<file path="src/rtl/alu_pkg.sv">
// Shared types and widths for the ALU driver and its result FIFO.
package alu_pkg;

  localparam int unsigned A_W        = 4;
  localparam int unsigned OP_W       = 6;
  localparam int unsigned RES_W      = 8;
  localparam int unsigned TAG_W      = 4;
  localparam int unsigned CNT_W      = 4;
  localparam int unsigned FIFO_DEPTH = 2;

  typedef enum logic {
    IDLE     = 1'b0,
    SETTLING = 1'b1
  } state_t;

  typedef struct packed {
    logic [RES_W-1:0] data;
    logic [TAG_W-1:0] tag;
  } rsp_t;

endpackage

</file>
<file path="src/rtl/alu_rsp_fifo.sv">
// Two-entry result FIFO; head entry is presented combinationally from storage.
module alu_rsp_fifo
  import alu_pkg::*;
(
  input  logic       clk,
  input  logic       rst,
  input  logic       push,
  input  rsp_t       push_data,
  input  logic       pop,
  output rsp_t       head,
  output logic [1:0] count
);

  rsp_t mem [FIFO_DEPTH];
  logic rd_ptr;
  logic wr_ptr;
  logic do_push;
  logic do_pop;

  assign do_pop  = pop && (count != 2'd0);
  assign do_push = push && (count != 2'(FIFO_DEPTH));
  assign head    = mem[rd_ptr];

  always_ff @(posedge clk or posedge rst) begin
    if (rst) begin
      for (int unsigned i = 0; i < FIFO_DEPTH; i++) begin
        mem[i] <= '0;
      end
      rd_ptr <= 1'b0;
      wr_ptr <= 1'b0;
      count  <= '0;
    end else begin
      if (do_push) begin
        mem[wr_ptr] <= push_data;
        wr_ptr      <= wr_ptr + 1'b1;
      end
      if (do_pop) begin
        rd_ptr <= rd_ptr + 1'b1;
      end
      case ({do_push, do_pop})
        2'b10:   count <= count + 2'd1;
        2'b01:   count <= count - 2'd1;
        default: count <= count;
      endcase
    end
  end

endmodule

</file>
<file path="src/rtl/alu_driver.sv">
// Drives an external combinational ALU: registers one request, waits SETTLE
// cycles, then captures the result with its sequence tag into a response FIFO.
module alu_driver
  import alu_pkg::*;
#(
  parameter int unsigned SETTLE = 1
) (
  input  logic             clk,
  input  logic             rst,
  input  logic             req_valid,
  output logic             req_ready,
  input  logic [OP_W-1:0]  req_op,
  input  logic [A_W-1:0]   req_a,
  input  logic [A_W-1:0]   req_b,
  output logic [A_W-1:0]   alu_x,
  output logic [A_W-1:0]   alu_y,
  output logic [OP_W-1:0]  alu_f,
  input  logic [RES_W-1:0] alu_res,
  output logic             rsp_valid,
  input  logic             rsp_ready,
  output logic [RES_W-1:0] rsp_data,
  output logic [TAG_W-1:0] rsp_tag
);

  state_t           state;
  state_t           state_nxt;
  logic             ready_en;
  logic [CNT_W-1:0] settle_cnt;
  logic [TAG_W-1:0] tag_cnt;
  logic [TAG_W-1:0] inflight_tag;
  logic [1:0]       fifo_count;
  rsp_t             fifo_head;
  rsp_t             push_data;
  logic             accept;
  logic             sample;
  logic             pop;

  // ready_en stays low through reset and the first edge after it, so a
  // request held across reset release is not taken on that edge.
  assign req_ready = ready_en && (state == IDLE) && (fifo_count < 2'(FIFO_DEPTH));
  assign accept    = req_valid && req_ready;
  assign sample    = (state == SETTLING) && (settle_cnt == CNT_W'(SETTLE));
  assign rsp_valid = (fifo_count != 2'd0);
  assign pop       = rsp_valid && rsp_ready;
  assign rsp_data  = fifo_head.data;
  assign rsp_tag   = fifo_head.tag;
  assign push_data = '{data: alu_res, tag: inflight_tag};

  always_comb begin
    state_nxt = state;
    case (state)
      IDLE:     if (accept) state_nxt = SETTLING;
      SETTLING: if (sample) state_nxt = IDLE;
      default:  state_nxt = IDLE;
    endcase
  end

  always_ff @(posedge clk or posedge rst) begin
    if (rst) begin
      state        <= IDLE;
      ready_en     <= 1'b0;
      settle_cnt   <= '0;
      tag_cnt      <= '0;
      inflight_tag <= '0;
      alu_x        <= '0;
      alu_y        <= '0;
      alu_f        <= '0;
    end else begin
      state    <= state_nxt;
      ready_en <= 1'b1;
      if (accept) begin
        alu_x        <= req_a;
        alu_y        <= req_b;
        alu_f        <= req_op;
        inflight_tag <= tag_cnt;
        tag_cnt      <= tag_cnt + 1'b1;
        settle_cnt   <= CNT_W'(1);
      end else if ((state == SETTLING) && !sample) begin
        settle_cnt <= settle_cnt + 1'b1;
      end
    end
  end

  alu_rsp_fifo u_fifo (
    .clk       (clk),
    .rst       (rst),
    .push      (sample),
    .push_data (push_data),
    .pop       (pop),
    .head      (fifo_head),
    .count     (fifo_count)
  );

endmodule

</file>
<file path="config.mk">
export PLATFORM = sky130hd
export DESIGN_NAME = alu_driver
export DESIGN_NICKNAME = d
export VERILOG_FILES = /design/src/rtl/alu_pkg.sv /design/src/rtl/alu_rsp_fifo.sv /design/src/rtl/alu_driver.sv
export SDC_FILE = /design/constraint.sdc
export NUM_CORES = 1
export LEC_CHECK = 0
export ABC_AREA = 1
export CORE_ASPECT_RATIO = 0.6
export CORE_MARGIN = 3
export CORE_UTILIZATION = 35
export DETAILED_ROUTE_END_ITERATION = 16
export HOLD_SLACK_MARGIN = 0.1
export PLACE_DENSITY = 0.66
export SETUP_SLACK_MARGIN = 0.02
export SYNTH_ARGS = -nofsm -noshare
export SYNTH_HDL_FRONTEND = slang
export SYNTH_SLANG_ARGS = --single-unit
</file>
<file path="constraint.sdc">
create_clock -name clk -period 3 [get_ports clk]
set_clock_uncertainty 0.15 [all_clocks]
set_input_delay 0.3 -clock clk [delete_from_list [all_inputs] [get_ports clk]]
set_output_delay 0.3 -clock clk [all_outputs]
set_load 0.1 [all_outputs]
</file>
# Word-level counts from Yosys, hierarchy flattened
# Cells that the tools add are included.
# word_totals
output_inout_bits	28
reg_bits	56
# op_classes
n_eq_ne	4
add_sub_neg	6
n_bitwise	3
order_cmp	4
n_mux	12
n_reduce_logical	13
# ops
op	n
two-way mux 12 bit	4
bitwise mux 24 bit	1
demux 12 bit (select 1 bit)	1
logical AND 1 bit	9
adder 4 x 1 -> 4 bit (second input constant)	2
two-way mux 4 bit	2
nonzero test 2 bit	3
== test 4 x 1 -> 1 bit (second input constant)	1
>= comparator 2 bit (second input constant)	2
NOT 1 -> 2 bit	2
one-hot mux 2 bit (2 select lines)	1
adder 1 bit (second input constant)	2
adder 2 x 1 -> 2 bit (second input constant)	1
== test 2 x 1 -> 1 bit (second input constant)	1
== test 2 bit (second input constant)	1
less-than comparator 2 x 1 -> 1 bit (second input constant)	1
less-than comparator 2 bit (second input constant)	1
two-way mux 1 bit	2
!= test 2 bit (second input constant)	1
one-hot mux 1 bit (2 select lines)	1
subtractor 2 x 1 -> 2 bit (second input constant)	1
logical NOT 1 bit	1
NOT 1 bit	1

# Logic depth before layout (Yosys ltp)
# Gate-level depths: netlist of the first run.
# logic_depth
depth_word	6
depth_mapped	9
ltp_nobuf	9

# Cells and area by module
# From an unflattened synthesis of the first run, not the netlist that was laid out.
# unflattened
hier_cells	315
area_unflattened_um2	2591.2
# by_module_without_submodules
mod	area_each_um2	seq_area_each_um2	n_inst	cells_each
alu_rsp_fifo	1370.1	700.7	1	174
alu_driver	1221.2	700.7	1	141

# Least setup slack after synthesis of the first run
# OpenSTA, ideal clock, no wires.
# synth_timing
path_kind	flip-flop to flip-flop
from	reg u_fifo.count[0]
to	reg u_fifo.count[1]
t_arrival_ns	1.811
stages_incl_launch_ff	8
setup_ns	0.131
required_time_ns	2.719
n_path_buf	0
slack_ns	0.908
path_cell_list	dfrtp_1 -> or2_2 -> nand2_1 -> inv_1 -> ha_1 -> a21oi_1 -> o21ai_0 -> xor2_1
# synth_via
elab_chain_cells	5
# synth_lines
item	line	text
start: declaration	alu_rsp_fifo.sv:11	output logic [1:0] count
start signal: assignment	alu_rsp_fifo.sv:41	2'b10: count <= count + 2'd1;
start signal: assignment	alu_rsp_fifo.sv:42	2'b01: count <= count - 2'd1;
start signal: assignment	alu_rsp_fifo.sv:43	default: count <= count;
nonzero test 2 bit (*)	alu_driver.sv:43	assign rsp_valid = (fifo_count != 2'd0);
named net rsp_valid	alu_driver.sv:19	output logic rsp_valid,
logical AND 1 bit	alu_driver.sv:44	assign pop = rsp_valid && rsp_ready;
logical AND 1 bit (*)	alu_rsp_fifo.sv:20	assign do_pop = pop && (count != 2'd0);
named net u_fifo.do_pop	alu_rsp_fifo.sv:18	logic do_pop;
== test 2 x 1 -> 1 bit or == test 2 bit (tied branches)	alu_rsp_fifo.sv:40	case ({do_push, do_pop})
one-hot mux 2 bit (2 select lines) or nonzero test 2 bit (tied branches)	-	
# Mark *: on every way through the listed nets, which the timed path passes. The rest lies on a longest branch.
# A chain may end at the register's enable or synchronous reset.

# Worst setup path after layout of the first run
# layout_timing
from	reg settle_cnt[1]
to	reg u_fifo.count[1]
# layout_via
elab_chain_cells	5
# layout_lines
item	line	text
start: declaration	alu_driver.sv:28	logic [CNT_W-1:0] settle_cnt;
start signal: assignment	alu_driver.sv:79	settle_cnt <= settle_cnt + 1'b1;
== test 4 x 1 -> 1 bit (*)	alu_driver.sv:42	assign sample = (state == SETTLING) && (settle_cnt == CNT_W'(SETTLE));
logical AND 1 bit (*)	alu_driver.sv:42	
logical AND 1 bit (*)	alu_rsp_fifo.sv:21	assign do_push = push && (count != 2'(FIFO_DEPTH));
== test 2 x 1 -> 1 bit or == test 2 bit (tied branches)	alu_rsp_fifo.sv:40	
one-hot mux 2 bit (2 select lines) or nonzero test 2 bit (tied branches)	-	
# Mark *: on every way between the ends. The rest lies on a longest branch, timed or not.

==> flow_summary.toml, run 1 <==
[sta]
final-hold-violation-count = 0
fin_crit_sh = 0.746
clock.fmax_mhz = 447
relSlewSlack = 0.502
tightest_slew_ns = 0.746
period_needed_ns = 2.24
finalSetupTns_ns = 0
slew_viol_final = 0
setup-violations-final = 0
rsz0062_at_grt = "false"
hold-worst-slack_ns = 0.306

[route]
drtAntennaViolNets = 0
drt_iter0_drc = 122
wl_per_cell_um = 12.3
first_pass_iters = 4
routed_wl_mm = 5.07
drc = 0
drt-vias-per-instance = 4.49
via_count = 1845

[floorplan]
num_io_pins = 54
fp.dieW_um = 115
die_h_um = 71.7
rows = 23
die-area_mm2 = 0.00827
core_area_mm2 = 0.00682
start_util = 0.369

[setup_path]
arrival_ns = 2.25
cp_slowest_stage_delay_ns = 0.41
crit_required_ns = 3.01
cp_slowest_cell = "dfrtp_1"
setup.worst_path.start_class = "flip-flop"
worstPathMaxFanout = 27
endpoint_kind = "flip-flop"
startpoint = "settle_cnt[1]"
reg2reg_from = "settle_cnt[1]"
path_class = "reg -> reg"
crit_chain = "inv_1 -> ha_1 -> nand2_4 -> nor2_8 -> inv_1 -> ha_1 -> a21oi_1 -> o21ai_0 -> xor2_1"
crit_buf_inv = 2
cpLargestDelayFamily = "adder cells"

[yosys]
synth-simple-area-share = 0.274
synth_nets = 301
syn_area_per_cell_um2 = 9.28
synth_top_family_by_area = "simple AND/OR/NAND/NOR gates"
synthCells = 271
synth_area_mm2 = 0.00251
muxShareOfSynthArea = 0.0537
yosys.area_share.adder = 0.0199
ys_ff_latch = 56
seq_area_frac_synth = 0.557
synth_compound_area_frac = 0.0174
synth_cell_types = 23
synth_xor_area_frac = 0.0209
yosys_warnings = 0

[final_layout]
fin_cells = 411
regArea_mm2 = 0.00140
mostFrequentLayoutCells = "nand2_1, dfrtp_1, buf_4"
nNetsFinal = 353
drive_gt1_frac = 0.185
multi_input_comb_area_um2 = 975
antennaDiodeCount = 0
area_growth_pct = 26.1
n_fill_cell = 644
layout_commonest_cell = "nand2_1"

[placement]
placed_cells = 403
dp_hpwl_mm = 3.45
port_buffers = 53
gp_congestion = 0.763

[clock_tree]
path_clk_slew_ns = 0.07
clk_path_buf_depth = 2
hold_buffers = 0
cts.sinks = 56
postCtsSetupRepairBufs = 0
htree_levels = 2
cts_resized = 0
clkLatencyLatePin_ns = 0.29
cts_inserted_buffers = 5
cts_tree = "built"
cts-root-buf = "clkbuf_16"

[outcome]
status = "finished clean"

[job]
drv_cap = 0

[global_route]
grt_antenna_before_repair = 0
grt_pass1_wl_mm = 8.59
grt_usage = 0.129
grt_max_degree = 38
grt_pass1_vias = 1849
overflow = 0

[hold_path]
hp-class = "in -> async"
per-layer routing:
metal	track usage	vias to the layer above	share of wire
li1	-	959	-
met1	0.188	835	0.52
met2	0.190	49	0.42
met3	0.0388	2	0.060
met4	0.0299	0	0.0034
met5	0	-	0
state kept, by name, summed over array words and instances (netlist names):
name,count
alu_x,4
ready_en,1
tag_cnt,4
u_fifo.count,2
settle_cnt,4
u_fifo.rd_ptr,1
u_fifo.wr_ptr,1
alu_y,4
inflight_tag,4
state,1
alu_f,6
u_fifo.mem,24
metrics by stage:
stage	instance area, µm²	utilization	setup WS (ns)
floorplan	2510	-	0.908
global placement	3020	0.443	0.857
detailed placement	3020	0.443	0.759
CTS	3170	0.465	0.752
global route	3170	0.465	0.595
finish	3170	0.465	0.761
cell usage after synthesis (all sizes together):
master / count / share of area
o21ai: 6 / 0.013
nor2: 3 / 0.014
dfrtp: 56 / 0.56
or2: 2 / 0.0050
xor2: 4 / 0.014
a21oi: 2 / 0.0040
mux2: 12 / 0.054
inv: 14 / 0.021
ha: 4 / 0.020
xnor2: 2 / 0.0070
nand3: 29 / 0.058
buf: 9 / 0.031
nand2: 123 / 0.19
nand4: 2 / 0.0050
conb: 1 / 0.0015
clkbuf: 2 / 0.0030
final timing paths:
check	to	slack, ns	cells past startpoint
max	u_fifo.count[1]	0.76	9
min	alu_f[2]	0.31	2
max reg2reg	u_fifo.count[1]	0.76	9
min reg2reg	u_fifo.mem[5]	0.32	2
max in group asynchronous	alu_x[2]	1.74	3
min in group clk	u_fifo.mem[5]	0.32	2
final cells by class:
type / count / share of cell area
sequential: 56 / 0.442
multi-input combinational: 190 / 0.307
timing repair buffer: 56 / 0.152
clock buffer: 7 / 0.0450
tap: 87 / 0.0343
inverter: 14 / 0.0166
clock inverter: 1 / 0.00237
kinds of logic (layout without fill, tap and decap cells):
kind of cell / after synthesis / count (layout)
and+or+nand+nor: 159 / 159
DFF: 56 / 56
buffers and inverters: 25 / 78
muxes: 12 / 12
AOI/OAI and AO/OA: 8 / 8
xor gates and xnor gates: 6 / 6
adders and majority gates: 4 / 4
other: 1 / 1
Power of run 1 is not shown: default switching activity piles up to over one toggle a cycle in this logic, so the estimate is an artifact.
==> inputs of run 2 (changes only) <==
==> constraint.sdc (replaced) <==
create_clock -name clk -period 2.18 [get_ports clk]
set_clock_uncertainty 0.15 [all_clocks]
set_input_delay 0.218 -clock clk [delete_from_list [all_inputs] [get_ports clk]]
set_output_delay 0.218 -clock clk [all_outputs]
set_load 0.1 [all_outputs]
==> run 2 against run 1 <==
Effect of this change:
- core utilization increased by 2.9 points
- non-clock buffer count rose by 3
- sequential share of layout area shrank 2.6 points
- first-iteration DRC count down 62%
- cell area grew 6.2%
- critical path type is now reg -> out
==> flow_summary.toml, run 2 (same netlist as run 1, synthesis figures left out) <==
[placement]
port_buffers = 53
gp_congestion = 0.829
dp_hpwl_mm = 3.52

[global_route]
grt_pass1_vias = 1983
grt_max_degree = 57
overflow = 0
grt_usage = 0.134
grt_antenna_before_repair = 0
grt_pass1_wl_mm = 9.00

[clock_tree]
htree_levels = 2
cts_inserted_buffers = 5
cts-root-buf = "clkbuf_16"
clk_path_buf_depth = 2
path_clk_slew_ns = 0.07
cts.sinks = 56
cts_tree = "built"
postCtsSetupRepairBufs = 0
cts_resized = 0
hold_buffers = 0
clkLatencyLatePin_ns = 0.29

[sta]
setup-violations-final = 0
period_needed_ns = 1.97
clock.fmax_mhz = 508
slew_viol_final = 0
rsz0062_at_grt = "false"
final-hold-violation-count = 0
finalSetupTns_ns = 0
fin_crit_sh = 0.902

[route]
via_count = 1891
drtAntennaViolNets = 0
routed_wl_mm = 5.08
first_pass_iters = 4
wl_per_cell_um = 12.3
drt_iter0_drc = 46
drt-vias-per-instance = 4.57
drc = 0

[floorplan]
die-area_mm2 = 0.00827
num_io_pins = 54
core_area_mm2 = 0.00682
die_h_um = 71.7
rows = 23
fp.dieW_um = 115
start_util = 0.369

[final_layout]
antennaDiodeCount = 0
area_growth_pct = 33.9
top_regs = "u_fifo.mem: 24 flops, alu_f: 6 flops"
n_fill_cell = 641
mostFrequentLayoutCells = "nand2_1, dfrtp_1, nand3_1"
largest_reg_flops = 24
nNetsFinal = 356
layout_commonest_cell = "nand2_1"
regMostFlops = "u_fifo.mem"
drive_gt1_frac = 0.196

[setup_path]
endpoint_kind = "output port"
path_class = "reg -> out"
setup.worst_path.start_class = "flip-flop"
crit_required_ns = 1.81
worstPathMaxFanout = 7
arrival_ns = 1.60

[hold_path]
hp-class = "in -> async"

[outcome]
status = "finished clean"

[job]
drv_cap = 0
==> run 2: stage by stage <==
stage | setup WS [ns] | cell area (µm²) | hold WS, ns | util | instances
after floorplan | 0.0881 | 2510 | 0.178 | - | 271
after global placement | 0.344 | 3220 | 0.298 | 0.472 | 406
after detailed placement | 0.277 | 3220 | 0.303 | 0.472 | 406
after CTS | 0.190 | 3370 | 0.150 | 0.494 | 414
after global routing | 0.129 | 3370 | 0.178 | 0.494 | 414
final | 0.213 | 3370 | 0.139 | 0.494 | 414
==> run 2: worst paths after layout <==
path	endpoint	from	cells after the start	slack, ns
setup reg to reg	u_fifo.count[1]	settle_cnt[1]	9	0.27
min in group clk	alu_f[0]	req_op[0]	3	0.30
hold / removal	u_fifo.mem[18]	rst	3	0.14
hold reg to reg	u_fifo.mem[8]	u_fifo.mem[8]	2	0.32
setup / recovery	rsp_tag[0]	u_fifo.rd_ptr	3	0.21
max in group asynchronous	u_fifo.count[0]	rst	3	1.50
==> run 2: cell type report <==
type,count,area (µm²),share of cell area
clock inverters,3,23.8,0.00706
well taps,87,109,0.0323
flip-flops and latches,56,1400,0.416
inverters,14,52.6,0.0156
clock buffers,5,125,0.0372
multi-input cells,190,975,0.289
repair buffers,59,681,0.202
==> run 2: routing by layer <==
metal | track usage | vias up | part of all wire
met4 | 0.0247 | 0 | 0.0053
met5 | 0 | - | 0
met1 | 0.185 | 876 | 0.51
li1 | - | 960 | -
met3 | 0.0430 | 6 | 0.066
met2 | 0.210 | 49 | 0.42
==> run 2: worst max-delay path: stages, from the launching register on <==
cell     delay [ns]
dfrtp_1        0.51
buf_4          0.24
mux2_2         0.39
buf_12         0.18
Power of run 2 is left out for the same reason.
==> inputs of run 3 (changes only) <==
--- a/config.mk
+++ b/config.mk
@@ -9,6 +9,7 @@
 export CORE_ASPECT_RATIO = 0.6
 export CORE_MARGIN = 3
 export CORE_UTILIZATION = 35
+export CTS_CLUSTER_SIZE = 30
 export DETAILED_ROUTE_END_ITERATION = 16
 export HOLD_SLACK_MARGIN = 0.1
 export PLACE_DENSITY = 0.66
==> results of run 3 <==
No change in the layout: final DEF, timing and power equal those of run 2.
Power of run 3 is left out for the same reason.
